===== config.mk =====
export PLATFORM = sky130hd
export DESIGN_NAME = freq_meter
export DESIGN_NICKNAME = d
export VERILOG_FILES = /design/src/rtl/freq_meter_pkg.sv /design/src/rtl/edge_sync.sv /design/src/rtl/freq_meter.sv
export SDC_FILE = /design/constraint.sdc
export NUM_CORES = 1
export LEC_CHECK = 0
export CELL_PAD_IN_SITES_DETAIL_PLACEMENT = 2
export CELL_PAD_IN_SITES_GLOBAL_PLACEMENT = 2
export CORE_AREA = 5 5 244 199
export DETAILED_ROUTE_END_ITERATION = 8
export DIE_AREA = 0 0 249 204
export GPL_TIMING_DRIVEN = 0
export PLACE_DENSITY_LB_ADDON = 0.1
export RECOVER_POWER = 100
export SLEW_MARGIN = 20
export SYNTH_ARGS = -nofsm -noshare
export SYNTH_HDL_FRONTEND = slang
export SYNTH_SLANG_ARGS = --single-unit

===== constraint.sdc =====
create_clock -name sys_clk -period 5.9 [get_ports sys_clk]
set_input_delay 0.59 -clock sys_clk [delete_from_list [all_inputs] [get_ports sys_clk]]
set_output_delay 0.59 -clock sys_clk [all_outputs]
set_load 0.005 [all_outputs]

===== src/rtl/freq_meter_pkg.sv =====
// Shared constants and helpers for the freq_meter slice.
package freq_meter_pkg;

  localparam int unsigned SYNC_STAGES = 2;

  // Low bit of channel k's field in a flat vector of w-bit fields.
  function automatic int unsigned slice_lo(input int unsigned k, input int unsigned w);
    return k * w;
  endfunction

endpackage


===== src/rtl/edge_sync.sv =====
// Synchroniser for one asynchronous input followed by a rising-edge detector.
module edge_sync
  import freq_meter_pkg::*;
(
  input  logic sys_clk,
  input  logic reset,
  input  logic clear,
  input  logic in_async,
  output logic out_edge
);

  logic [SYNC_STAGES-1:0] sync_q;
  logic                   prev_q;

  // The synchroniser keeps sampling through clear; only the edge history is dropped.
  always_ff @(posedge sys_clk) begin
    if (reset) begin
      sync_q <= '0;
      prev_q <= 1'b0;
    end else begin
      sync_q <= {sync_q[SYNC_STAGES-2:0], in_async};
      prev_q <= clear ? 1'b0 : sync_q[SYNC_STAGES-1];
    end
  end

  assign out_edge = sync_q[SYNC_STAGES-1] & ~prev_q;

endmodule


===== src/rtl/freq_meter.sv =====
// Multi-channel gated edge counter; publishes all counts once per window.
// Define FREQ_METER_OVF_EN for saturating counters with per-channel overflow flags.
module freq_meter
  import freq_meter_pkg::*;
#(
  parameter int unsigned CHANNELS = 4,
  parameter int unsigned CNT_W    = 32,
  parameter int unsigned PERIOD_W = 32
) (
  input  logic                      sys_clk,
  input  logic                      reset,
  input  logic                      in_enable,
  input  logic [PERIOD_W-1:0]       in_period,
  input  logic [CHANNELS-1:0]       in_ext_clk,
  output logic [CHANNELS*CNT_W-1:0] out_count,
  output logic                      out_valid,
  output logic [CHANNELS-1:0]       out_overflow
);

  logic [PERIOD_W-1:0] period_eff;
  logic [PERIOD_W-1:0] period_q;
  logic [PERIOD_W-1:0] gate_q;
  logic                terminal;
  logic                valid_q;
  logic [CHANNELS-1:0] edge_v;
  logic [CNT_W-1:0]    cnt_q [CHANNELS];
  logic [CNT_W-1:0]    cnt_d [CHANNELS];
  logic [CNT_W-1:0]    pub_q [CHANNELS];

  assign period_eff = (in_period == '0) ? PERIOD_W'(1) : in_period;
  assign terminal   = (gate_q == period_q - PERIOD_W'(1));

  for (genvar k = 0; k < CHANNELS; k++) begin : g_ch
    edge_sync u_edge_sync (
      .sys_clk  (sys_clk),
      .reset    (reset),
      .clear    (~in_enable),
      .in_async (in_ext_clk[k]),
      .out_edge (edge_v[k])
    );
    assign out_count[slice_lo(k, CNT_W) +: CNT_W] = pub_q[k];
  end

`ifdef FREQ_METER_OVF_EN
  logic [CHANNELS-1:0] sat_hit;
  logic [CHANNELS-1:0] ovf_q;
  logic [CHANNELS-1:0] ovf_pub_q;

  always_comb begin
    for (int k = 0; k < CHANNELS; k++) begin
      sat_hit[k] = edge_v[k] & (cnt_q[k] == '1);
      cnt_d[k]   = sat_hit[k] ? cnt_q[k] : cnt_q[k] + CNT_W'(edge_v[k]);
    end
  end

  // Window-sticky flag; this cycle's hit is folded in when publishing.
  always_ff @(posedge sys_clk) begin
    if (reset || !in_enable || terminal) begin
      ovf_q <= '0;
    end else begin
      ovf_q <= ovf_q | sat_hit;
    end
  end

  always_ff @(posedge sys_clk) begin
    if (reset) begin
      ovf_pub_q <= '0;
    end else if (in_enable && terminal) begin
      ovf_pub_q <= ovf_q | sat_hit;
    end
  end

  assign out_overflow = ovf_pub_q;
`else
  always_comb begin
    for (int k = 0; k < CHANNELS; k++) begin
      cnt_d[k] = cnt_q[k] + CNT_W'(edge_v[k]);
    end
  end

  assign out_overflow = '0;
`endif

  // Terminal cycle publishes count plus this cycle's edge, so nothing is lost at the seam.
  always_ff @(posedge sys_clk) begin
    if (reset || !in_enable) begin
      period_q <= period_eff;
      gate_q   <= '0;
      valid_q  <= 1'b0;
      for (int k = 0; k < CHANNELS; k++) begin
        cnt_q[k] <= '0;
        if (reset) begin
          pub_q[k] <= '0;
        end
      end
    end else if (terminal) begin
      period_q <= period_eff;
      gate_q   <= '0;
      valid_q  <= 1'b1;
      for (int k = 0; k < CHANNELS; k++) begin
        pub_q[k] <= cnt_d[k];
        cnt_q[k] <= '0;
      end
    end else begin
      gate_q  <= gate_q + PERIOD_W'(1);
      valid_q <= 1'b0;
      for (int k = 0; k < CHANNELS; k++) begin
        cnt_q[k] <= cnt_d[k];
      end
    end
  end

  assign out_valid = valid_q;

endmodule


# Yosys cells after proc, flatten, opt, wreduce, memory -nomap -nowiden
# Memories as Yosys holds them, arrays and structs flattened.
# Index checks and enable logic that the tools add are counted.
word_totals:
  memories: 2
  reg_bits: 77
  ramBits: 256
  input_bits: 39
  output_inout_bits: 133
op_classes:
  add_sub_neg: 6
  n_bitwise: 21
  eq_ne: 1
  reduce_logical: 6
  mux: 26
mem_list:
  columns: ["memory", "depth", "width", "rd", "rd_ports_with_merged_regs", "wr", "line_no", "text"]
  rows:
  - ["cnt_q", 4, 32, 4, 0, 4, "freq_meter.sv:26", "logic [CNT_W-1:0] cnt_q [CHANNELS];"]
  - ["pub_q", 4, 32, 4, 0, 4, "freq_meter.sv:28", "logic [CNT_W-1:0] pub_q [CHANNELS];"]
ops:
  columns: ["op", "count"]
  rows:
  - ["32-bit 2-to-1 mux", 15]
  - ["32-bit by 1-bit adder with 32-bit output", 4]
  - ["32-bit by 1-bit adder with 32-bit output (second input constant)", 1]
  - ["32-bit == test", 1]
  - ["32-bit zero test", 1]
  - ["32-bit by 1-bit subtractor with 32-bit output (second input constant)", 1]
  - ["1-bit OR", 12]
  - ["1-bit 2-to-1 mux", 11]
  - ["1-bit inverter", 5]
  - ["1-bit bitwise AND", 4]
  - ["2-bit OR reduction", 2]
  - ["2-bit nonzero test", 1]
  - ["1-bit zero test", 1]
  - ["1-bit logical OR", 1]

# Logic depth before layout (Yosys ltp)
# Gate-level depths: netlist (run 1).
logic_depth:
  depth_word: 7
  depth_mapped: 12

# Modules after synthesis
# A second synthesis (run 1) with hierarchy kept.
hier_totals:
  cells_unflattened: 1306
  hier_area_um2: 15072.0
by_module_without_submodules:
  columns: ["mod", "area_each_um2", "cells_each", "instances"]
  rows:
  - ["freq_meter", 14706.6, 1278, 1]
  - ["edge_sync", 91.3, 7, 4]

# Worst setup path before layout (run 1)
# Ideal clock, no wire load.
synth_path:
  kind: "register to register"
  startpoint: "register period_q[2]"
  endpoint: "memory pub_q[0][0], enable pin"
  path_stages_with_launch: 10
  setup_time_ns: 0.509
  path_slack_ns: -0.485
  required_time_ns: 5.391
  t_arrival_ns: 5.876
  n_path_buf: 2
  cell_sequence: "edfxtp_1 > buf_6 > or4_1 > buf_2 > or3_4 > or3_4 > or3b_1 > a2111oi_2 > nand4_1 > nand2b_1"
synth_lines:
  columns: ["element", "line_no", "text"]
  rows:
  - ["start: declaration", "freq_meter.sv:21", "logic [PERIOD_W-1:0] period_q;"]
  - ["start signal: assignment", "freq_meter.sv:87", "period_q <= period_eff;"]
  - ["start signal: assignment", "freq_meter.sv:97", "period_q <= period_eff;"]
  - ["end: declaration", "freq_meter.sv:28", null]

# Worst setup path in the final report (run 1)
layout_path:
  startpoint: "register period_q[2]"
  endpoint: "register period_q[8], enable pin"
layout_between:
  elab_chain_len: 3
layout_rtl:
  columns: ["element", "line_no", "text"]
  rows:
  - ["32-bit by 1-bit subtractor with 32-bit output", "freq_meter.sv:31", "assign terminal = (gate_q == period_q - PERIOD_W'(1));"]
  - ["32-bit == test", "freq_meter.sv:31", null]
  - ["2-bit nonzero test (no line)", null, null]
# Every way passes these cells.
# A chain may end at the register's enable or synchronous reset.

==> flow_metrics.tcl, run 1 <==
set metrics [dict create \
    place_congestion 0.777 \
    fill_cells 4766 \
    cp-end-kind "register" \
    drcViolationCount 0 \
    hold_end "g_ch[2].u_edge_sync.sync_q[1]" \
    wl_per_cell_um 19.9 \
    worst_slew_pin_slew_ns 1.02 \
    die_h_um 204 \
    synth-edff-count 256 \
    syn_area_per_cell_um2 11.3 \
    synth_xor_area_share_pct 10.8 \
    rows 71 \
    period_needed_ns 5.28 \
    cap_violations 0 \
    post_cts_resized 0 \
    worst_hold_slack_ns 0.430 \
    setup_violations 0 \
    synth_area_leaders "edfxtp_1 50%, dfxtp_1 10%, nor3_1 9.6%" \
    yosys.area.top_type "edfxtp_1" \
    vdd_drop_max_v 0.000188 \
    rr_startpoint "period_q[2]" \
    min_path_cells 1 \
    cts_num_sinks 333 \
    clockBufferDepth 3 \
    synth.most_common_cell "nor3_1" \
    fin_tns_setup_ns 0 \
    ys_async_sr_fraction_pct 0 \
    viasPerCell 4.97 \
    reg2reg_depth 11 \
    yosys_warnings 0 \
    nNetsFinal 1717 \
    post_cts_buffers 0 \
    die_w_um 249 \
    cts_made_buffers 39 \
    slew_headroom_pct 31.2 \
    worstSkewPairLatency_ns 0.56 \
    grt_max_degree 58 \
    cp.arrival_ns 5.46 \
    wirelength_mm 46.3 \
    synth_top_area_share_pct 50.0 \
    ys_seq_area_share_pct 60.1 \
    synthCells 1359 \
    finalCritPeriodShare_pct 89.5 \
    area_delta_synth_final_pct 26.9 \
    muxShareOfSynthArea_pct 0.0652 \
    overflow 0 \
    clk_pin_slew_ns 0.06 \
    skew_ns 0.0219 \
    status "finished clean" \
    cellPowerDensity_nw_per_um2 284 \
    first_global_vias 12700 \
    cp-start-kind "register" \
    rsz0062_at_grt "false" \
    crit_path_start "period_q[2]" \
    synth-compound-area-share_pct 1.75 \
    min_from "g_ch[2].u_edge_sync.sync_q[0]" \
    final_antenna_net_count 0 \
    grt_first_pass_wirelength_mm 72.4 \
    synth_cell_types 58 \
    num_vias 11500 \
    rrSetupSlack_ns 0.62 \
    drive_above_1_share_pct 4.94 \
    synth_seq_cells 333 \
    hold_viol_final 0 \
    coreArea_um2 46100 \
    grt_use_total_pct 18.0 \
    initial_utilization_pct 33.3 \
    cts_tree "done" \
    ios 172 \
    power_leakage_nw 6.59 \
    worstPathMaxFanout 32 \
    htreeDepth 2 \
    die-area_um2 50800 \
    synthAdderAreaFrac_pct 0.815 \
    max_freq_ghz 0.189 \
    total_power_mw 5.54 \
    cp.required_ns 6.08 \
    portBuffers 167 \
    yosys-top-cells-count "294 x nor3_1, 256 x edfxtp_1, 95 x xor2_1, 92 x xnor2_1, 77 x dfxtp_1" \
    finalMaxSlewViolations 0 \
    ctsHoldBuffers 0 \
    drt_first_pass_iters 5 \
    critical_path_class "reg -> reg" \
    synth_simple_gate_area_share_pct 22.7 \
    root_buffer "clkbuf_16" \
    r2r-end "period_q[8]" \
    synth_top_family_by_area "simple AND/OR/NAND/NOR gates" \
    dr.first_iter.drc_count 421 \
    syn_area_um2 15400 \
    synth_ff_type "edfxtp_1" \
    hp-class "reg -> reg" \
    hpwl_mm 34.3 \
    antenna_found_initial 0 \
]
area by class of cell:
class	count	area, um^2	area share, %
Timing Repair Buffer	170	1730	8.89
Inverter	21	78.8	0.404
Buffer	103	419	2.15
Antenna cell	2	5.00	0.0257
Clock inverter	19	204	1.05
Sequential cell	333	9230	47.3
Tap cell	620	776	3.98
Clock buffer	53	1130	5.81
Multi-Input combinational cell	1000	5920	30.4
kinds of logic (layout without fill, tap and decap cells):
logic type,Yosys count,count (layout)
simple gates,665,665
buf+inv,124,366
fa+ha+maj,10,10
mux,1,1
other cells,2,102
xor+xnor,188,188
flops,333,333
compound gates,36,36
flip-flops by register name, indices dropped and copies added, names as in the netlist:
name,flops
g_ch.u_edge_sync.sync_q,8
period_q,32
gate_q,32
out_valid,1
pub_q,128
g_ch.u_edge_sync.prev_q,4
cnt_q,128
per-layer routing:
| metal | part of all wire, % | wire (um) | vias up | GRT usage, % |
|---|---|---|---|---|
| met5 | 0 | 0 | - | 0 |
| met4 | 1.7 | 764 | 0 | 4.14 |
| met3 | 3.6 | 1660 | 46 | 3.02 |
| met2 | 48 | 22000 | 180 | 30.5 |
| met1 | 47 | 21800 | 5807 | 24.3 |
| li1 | - | - | 5493 | - |
stage by stage:
stage	area, um^2	utilization [%]	cells	setup slack (ns)
after floorplan	15700	-	1457	0.936
after global routing	19500	42.3	2319	0.382
after detailed placement	18200	39.6	2247	0.911
after CTS	19600	42.5	2319	0.897
final	19500	42.3	2321	0.618
after global placement	18200	39.4	2244	-0.377
critical path: stages, from the launching register on:
cell and delay [ns]:
edfxtp_1 0.38, buf_6 0.15, or4_1 0.50, clkbuf_1 0.24, or3_1 0.49, or3_4 0.45, or3b_1 0.39, a2111oi_0 0.62
and3_1 0.26, clkbuf_1 0.48, buf_6 0.27, nand2b_2 0.65
layout by cell type (no fill, tap or decap), drive strengths merged, types with 11 or more instances in the layout:
cell and n:
nand4 34, nor2b 17, xor2 95, nor2 76
nand2 59, clkinv 14, clkbuf 148, and4 16
buf 11, edfxtp 256, nor4 29, and3 28
dlygate4sd3 161, nor3 294, xnor2 92, dfxtp 77
nand3 54, or3 13, conb 100, inv 22
where the power goes:
group | switching [mW] | internal, mW | leakage (nW)
registers | 0.0738 | 2.62 | 3.25
logic | 0.175 | 0.137 | 2.67
clock network | 1.01 | 1.53 | 0.664
how the worst max path moves through the flow:
| stage | cells after the start | end |
|---|---|---|
| after floorplan | 9 | pub_q[0][0] |
| after global placement | 9 | pub_q[3][15] |
| after detailed placement | 12 | pub_q[1][1] |
| after CTS | 12 | pub_q[1][1] |
| after global routing | 11 | period_q[10] |
| final | 11 | period_q[8] |
Note: power is estimated with default switching activity, not from simulation.
==> run 2, diff against run 1 <==
- PLACE_DENSITY: default -> 0.78
- PLACE_DENSITY_LB_ADDON: 0.1 -> default
==> run 2 against run 1 <==
Effect of this change:
- largest cell class unchanged
- sequential power barely moved
- maximum frequency fell by 4.3%
- largest power group unchanged
- count of clock-buffer cells in the layout increased by 3
- setup slack got worse by 0.24 ns
- combinational power is essentially flat
==> flow_metrics.tcl, run 2 (synthesis gave the netlist of run 1 again) <==
set metrics [dict create \
    grt_max_degree 56 \
    cap_violations 0 \
    ctsHoldBuffers 0 \
    switching_share_pct 22.7 \
    drcViolationCount 0 \
    finalCritPeriodShare_pct 93.6 \
    period_needed_ns 5.52 \
    use_met3_pct 3.12 \
    final_antenna_net_count 0 \
    worstSkewPairLatency_ns 0.55 \
    grt_first_pass_wirelength_mm 73.3 \
    vdd_drop_max_v 0.000156 \
    clockBufferDepth 3 \
    nNetsFinal 1715 \
    wl_per_cell_um 20.3 \
    wirelength_mm 47.0 \
    grt_use_met2_pct 31.3 \
    cp-start-kind "register" \
    viasPerCell 5.03 \
    hp-class "reg -> reg" \
    crit_chain "clkbuf_1, or4_1, clkbuf_1, or3_1, or3_1, nor4_1, o21a_1, nand4_1, clkbuf_1, clkbuf_1, nor3_1" \
    cts_made_buffers 38 \
    fill_cells 4795 \
    first_global_vias 12800 \
    status "finished clean" \
    met1_usage_pct 23.6 \
    cts_num_sinks 333 \
    cp-end-kind "register" \
    rows 71 \
    hold_viol_final 0 \
    fin_util_pct 42.0 \
    power_leakage_nw 6.52 \
    clockPowerShare_pct 44.6 \
    root_buffer "clkbuf_16" \
    max_freq_ghz 0.181 \
    finalMaxSlewViolations 0 \
    total_power_mw 5.42 \
    power.internal_mw 4.19 \
    num_vias 11600 \
    critical_path_class "reg -> reg" \
    critPathMaxStageDelay_ns 0.89 \
    setup_violations 0 \
    crit_path_frequent_cell "clkbuf_1" \
    portBuffers 167 \
    grt_use_total_pct 18.1 \
    initial_utilization_pct 33.3 \
    die_w_um 249 \
    antenna_found_initial 1 \
    p_comb_share_pct 5.8 \
    htreeDepth 2 \
    coreArea_um2 46100 \
    hpwl_mm 35.0 \
    reg_top3 "cnt_q (128), pub_q (128)" \
    crit_slowest_cell "nand4_1" \
    drt_first_pass_iters 4 \
    slew_headroom_pct 23.4 \
    mostFrequentLayoutCell "nor3_1" \
    rsz0062_at_grt "false" \
    dr.first_iter.drc_count 525 \
    cts_tree "done" \
    die_h_um 204 \
    power_frac_seq_pct 49.6 \
    skew_ns 0.0182 \
    cp.required_ns 6.21 \
    layout_common_cells "294 x nor3_1, 256 x edfxtp_1, 161 x dlygate4sd3_1" \
    clk_pin_slew_ns 0.06 \
    ios 172 \
    overflow 0 \
    post_cts_resized 0 \
    worst_hold_slack_ns 0.443 \
    cellPowerDensity_nw_per_um2 280 \
    drive_above_1_share_pct 4.48 \
    cp.arrival_ns 5.83 \
    top_usage_layer "met2" \
    crit_family "simple AND/OR/NAND/NOR gates" \
    worst_slew_pin_slew_ns 1.15 \
    place_congestion 0.816 \
    post_cts_buffers 0 \
    die-area_um2 50800 \
    power_switching_mw 1.23 \
    area_delta_synth_final_pct 26.1 \
    n_antenna_cell 0 \
    worstPathMaxFanout 10 \
    worst-path-buf-inv 4 \
]
## run 2: changes by cell type in the layout (fill, tap and decap cells not counted), moves of 2 or more
cell / delta
clkinv_2: -2
clkbuf_16: -2
clkbuf_1: +6
clkinv_1: -4
buf_2: -2
diode_2: -2
## run 2: power groups by stage
stage          clock, mW  sequential, mW  combinational, mW
6_report            2.42            2.69              0.313
5_1_grt             2.60            2.70              0.346
4_1_cts             2.50            2.69              0.333
3_5_place_dp           0            2.74              0.330
3_3_place_gp           0            2.74              0.312
2_1_floorplan          0            2.72              0.170
## run 2: worst paths after layout
check	depth (start not counted)	slack, ns	from	endpoint
worst min register to register	1	0.44	g_ch[0].u_edge_sync.sync_q[0]	g_ch[0].u_edge_sync.sync_q[1]
worst max register to register	11	0.38	period_q[2]	pub_q[3][5]
worst min-delay path	1	0.44	g_ch[0].u_edge_sync.sync_q[0]	g_ch[0].u_edge_sync.sync_q[1]
worst max-delay path	11	0.38	period_q[2]	pub_q[3][5]
## run 2: cell type report
class | count | area, um^2 | share of cell area, %
Tap cell | 620 | 776 | 4.00
Clock inverter | 13 | 145 | 0.749
Timing Repair Buffer | 169 | 1710 | 8.83
Inverter | 21 | 78.8 | 0.407
Buffer | 103 | 409 | 2.11
Clock buffer | 56 | 1110 | 5.73
Multi-Input combinational cell | 1000 | 5910 | 30.5
Sequential cell | 333 | 9230 | 47.6
## run 2: routing by layer
layer | share of wire, % | vias to the layer above
met1 | 45 | 5908
li1 | - | 5472
met2 | 49 | 205
met3 | 4.0 | 56
met4 | 2.2 | 0
met5 | 0 | -
## run 2: worst register-to-register path, stage by stage (launching register included)
cell	delay, ns
edfxtp_1	0.36
clkbuf_1	0.20
or4_1	0.54
clkbuf_1	0.25
or3_1	0.49
or3_1	0.50
nor4_1	0.46
o21a_1	0.17
nand4_1	0.89
clkbuf_1	0.61
clkbuf_1	0.38
nor3_1	0.44
## run 2: per-stage QoR
stage / area [um^2] / cells / TNS, ns / setup WS, ns
CTS: 19500 / 2315 / 0 / 0.634
global placement: 18200 / 2244 / -47.11 / -0.378
floorplan: 15700 / 1457 / 0 / 0.936
finish: 19400 / 2315 / 0 / 0.379
detailed placement: 18200 / 2246 / 0 / 0.644
global route: 19400 / 2315 / 0 / 0.141
==> run 3, diff against run 2 <==
- CORE_AREA: 5 5 244 199 -> 5 5 242 197
- DIE_AREA: 0 0 249 204 -> 0 0 247 202
- PLACE_DENSITY: 0.78 -> 0.77
- SYNTH_HIERARCHICAL: default -> 1
==> run 3 against run 2 <==
Effect of this change:
- first-iteration DRC count shrank 22%
- cell count shrank 2.5%
- maximum frequency shrank 1.4%
- die area shrank 1.8%
- critical path type unchanged
- largest cell class unchanged
- largest power group unchanged
==> flow_metrics.tcl, run 3 <==
set metrics [dict create \
    skew_ns 0.0241 \
    critical_path_class "reg -> reg" \
    p_comb_share_pct 5.2 \
    cts_made_buffers 39 \
    period_needed_ns 5.60 \
    initial_utilization_pct 33.4 \
    ys_async_sr_fraction_pct 0 \
    reg2reg_depth 14 \
    num_vias 10400 \
    die_h_um 202 \
    slew_headroom_pct 19.2 \
    nNetsFinal 1662 \
    worstPathMaxFanout 71 \
    finalMaxSlewViolations 0 \
    timing.final.ws_setup_ns 0.299 \
    power_frac_seq_pct 50.5 \
    synth.most_common_cell "nor2_1" \
    yosys-top-cells-count "257 x nor2_1, 256 x edfxtp_1, 109 x xor2_1, 81 x xnor2_1, 80 x nor2_2" \
    synth_top_area_share_pct 51.0 \
    cp.required_ns 6.10 \
    crit_chain "buf_6, or4_1, buf_2, or4_1, clkbuf_1, nor4_1, mux2_1, or4_1, or4_1, clkbuf_1, buf_12, buf_6, nand2_8, buf_12" \
    grt_first_pass_wirelength_mm 65.8 \
    grt_max_degree 72 \
    place_congestion 0.772 \
    post-place-ws_ns 0.223 \
    fin_tns_setup_ns 0 \
    crit_path_end "pub_q[0][4]" \
    clockPowerShare_pct 44.3 \
    switching_share_pct 22.9 \
    critPathMaxStageDelay_ns 0.62 \
    crit_path_start "period_q[2]" \
    vdd_drop_max_v 0.000172 \
    wl_per_cell_um 18.4 \
    cp.arrival_ns 5.80 \
    cts_num_sinks 333 \
    htreeDepth 2 \
    post_cts_buffers 0 \
    rows 70 \
    synthCells 1306 \
    overflow 0 \
    dr.first_iter.drc_count 409 \
    worstSkewPairLatency_ns 0.56 \
    crit_path_frequent_cell "or4_1" \
    setup_violations 0 \
    clk_pin_slew_ns 0.06 \
    power_leakage_nw 6.66 \
    synth_cell_types 52 \
    finalCritPeriodShare_pct 94.9 \
    post_cts_resized 0 \
    root_buffer "clkbuf_16" \
    cp-start-kind "register" \
    synth_ff_type "edfxtp_1" \
    clockBufferDepth 3 \
    rrSetupSlack_ns 0.30 \
    drive_above_1_share_pct 9.49 \
    yosys_warnings 6 \
    hpwl_mm 30.8 \
    coreArea_um2 45100 \
    synth-edff-count 256 \
    cellPowerDensity_nw_per_um2 279 \
    power_switching_mw 1.21 \
    hp-class "reg -> reg" \
    first_global_vias 11700 \
    cts_tree "done" \
    ios 172 \
    rr_startpoint "period_q[2]" \
    syn_area_um2 15100 \
    final_antenna_net_count 0 \
    total_power_mw 5.30 \
    hold_viol_final 0 \
    ys_seq_area_share_pct 61.2 \
    status "finished clean" \
    yosys.area.top_type "edfxtp_1" \
    r2r-end "pub_q[0][4]" \
    max_freq_ghz 0.179 \
    reg_top3 "cnt_q (128), pub_q (128)" \
    power.internal_mw 4.09 \
    wirelength_mm 41.6 \
    ctsHoldBuffers 0 \
    syn_area_per_cell_um2 11.5 \
    fin_area_um2 19000 \
    antenna_found_initial 1 \
    worst_slew_pin_slew_ns 1.21 \
    layout_common_cells "269 x nor2_1, 256 x edfxtp_1, 161 x dlygate4sd3_1" \
    drcViolationCount 0 \
    crit_slowest_cell "or4_1" \
    rsz0062_at_grt "false" \
    cp-end-kind "register" \
    grt_use_total_pct 16.6 \
    portBuffers 167 \
    area_delta_synth_final_pct 25.8 \
    fin_util_pct 42.0 \
    drt_first_pass_iters 4 \
    synth_seq_cells 333 \
    die-area_um2 49900 \
    die_w_um 247 \
    mostFrequentLayoutCell "nor2_1" \
    viasPerCell 4.63 \
    synth_area_leaders "edfxtp_1 51%, dfxtp_1 10%, nor2_1 6.4%" \
    placed_area_um2 17900 \
    cap_violations 0 \
]
run 3: cell types whose count changed after synthesis, moves of 6 or more:
cell      before  now
and4_1        16   10
buf_12         0    9
buf_6         11    2
clkbuf_1      76   49
nand2_1       59   66
nor2_1        76  257
nor2_2         0   80
nor2_4         0   10
nor3_1       294   18
nor4_1        29   21
or4_1          4   14
xnor2_1       92   81
xor2_1        95  109
run 3: critical path: cells and delay by family, from the launching register on:
| family | cells | cell delay, ns |
|---|---|---|
| buffers and inverters | 7 | 1.45 |
| DFF | 1 | 0.37 |
| muxes | 1 | 0.37 |
| and+or+nand+nor | 6 | 2.98 |
run 3: through the flow:
step | hold slack [ns] | instances
finish | 0.443 | 2256
global route | 0.458 | 2255
CTS | 0.450 | 2255
detailed placement | 0.427 | 2184
global placement | 0.431 | 2183
floorplan | 0.414 | 1404
run 3: layer usage:
metal,GRT usage [%],vias to the layer above,part of all wire (%)
li1,-,4976,-
met4,4.18,0,1.8
met2,30.0,161,51
met5,0,-,0
met3,2.64,51,3.5
met1,20.7,5256,43
run 3: cells by family (layout without fill, tap and decap cells):
family	count (synthesis)	count (layout)	synth area share, %
and+or+nand+nor	636	636	21.3
DFF	333	333	61.2
xor gates and xnor gates	190	190	11.0
buffers and inverters	103	342	3.91
AOI/OAI and AO/OA	25	25	1.12
adders and majority gates	10	10	0.830
muxes	7	7	0.481
other	2	101	0.0498
run 3: power groups by stage:
stage | Clock (mW) | Sequential (mW) | Combinational (mW)
global route | 2.52 | 2.69 | 0.303
floorplan | 0 | 2.71 | 0.143
CTS | 2.43 | 2.68 | 0.296
finish | 2.35 | 2.68 | 0.275
detailed placement | 0 | 2.73 | 0.293
global placement | 0 | 2.72 | 0.278
run 3: how the worst min path moves through the flow:
stage | depth (start not counted) | to | from
3_3_place_gp | 1 | g_ch[1].u_edge_sync/sync_q[1] | g_ch[1].u_edge_sync/sync_q[0]
5_1_grt | 1 | g_ch[3].u_edge_sync/sync_q[1] | g_ch[3].u_edge_sync/sync_q[0]
6_report | 1 | g_ch[3].u_edge_sync/sync_q[1] | g_ch[3].u_edge_sync/sync_q[0]
4_1_cts | 1 | g_ch[3].u_edge_sync/sync_q[1] | g_ch[3].u_edge_sync/sync_q[0]
3_5_place_dp | 1 | g_ch[0].u_edge_sync/sync_q[1] | g_ch[0].u_edge_sync/sync_q[0]
2_1_floorplan | 1 | g_ch[0].u_edge_sync/sync_q[1] | g_ch[0].u_edge_sync/sync_q[0]
run 3: area by class of cell:
| type | count | area, um^2 |
|---|---|---|
| tap | 612 | 766 |
| antenna | 1 | 2.50 |
| clock buffer | 55 | 1110 |
| buffer | 77 | 339 |
| multi-input combinational | 968 | 5600 |
| sequential | 333 | 9230 |
| inverter | 26 | 97.6 |
| fill | 4700 | 26100 |
| timing repair buffer | 168 | 1690 |
| clock inverter | 16 | 130 |
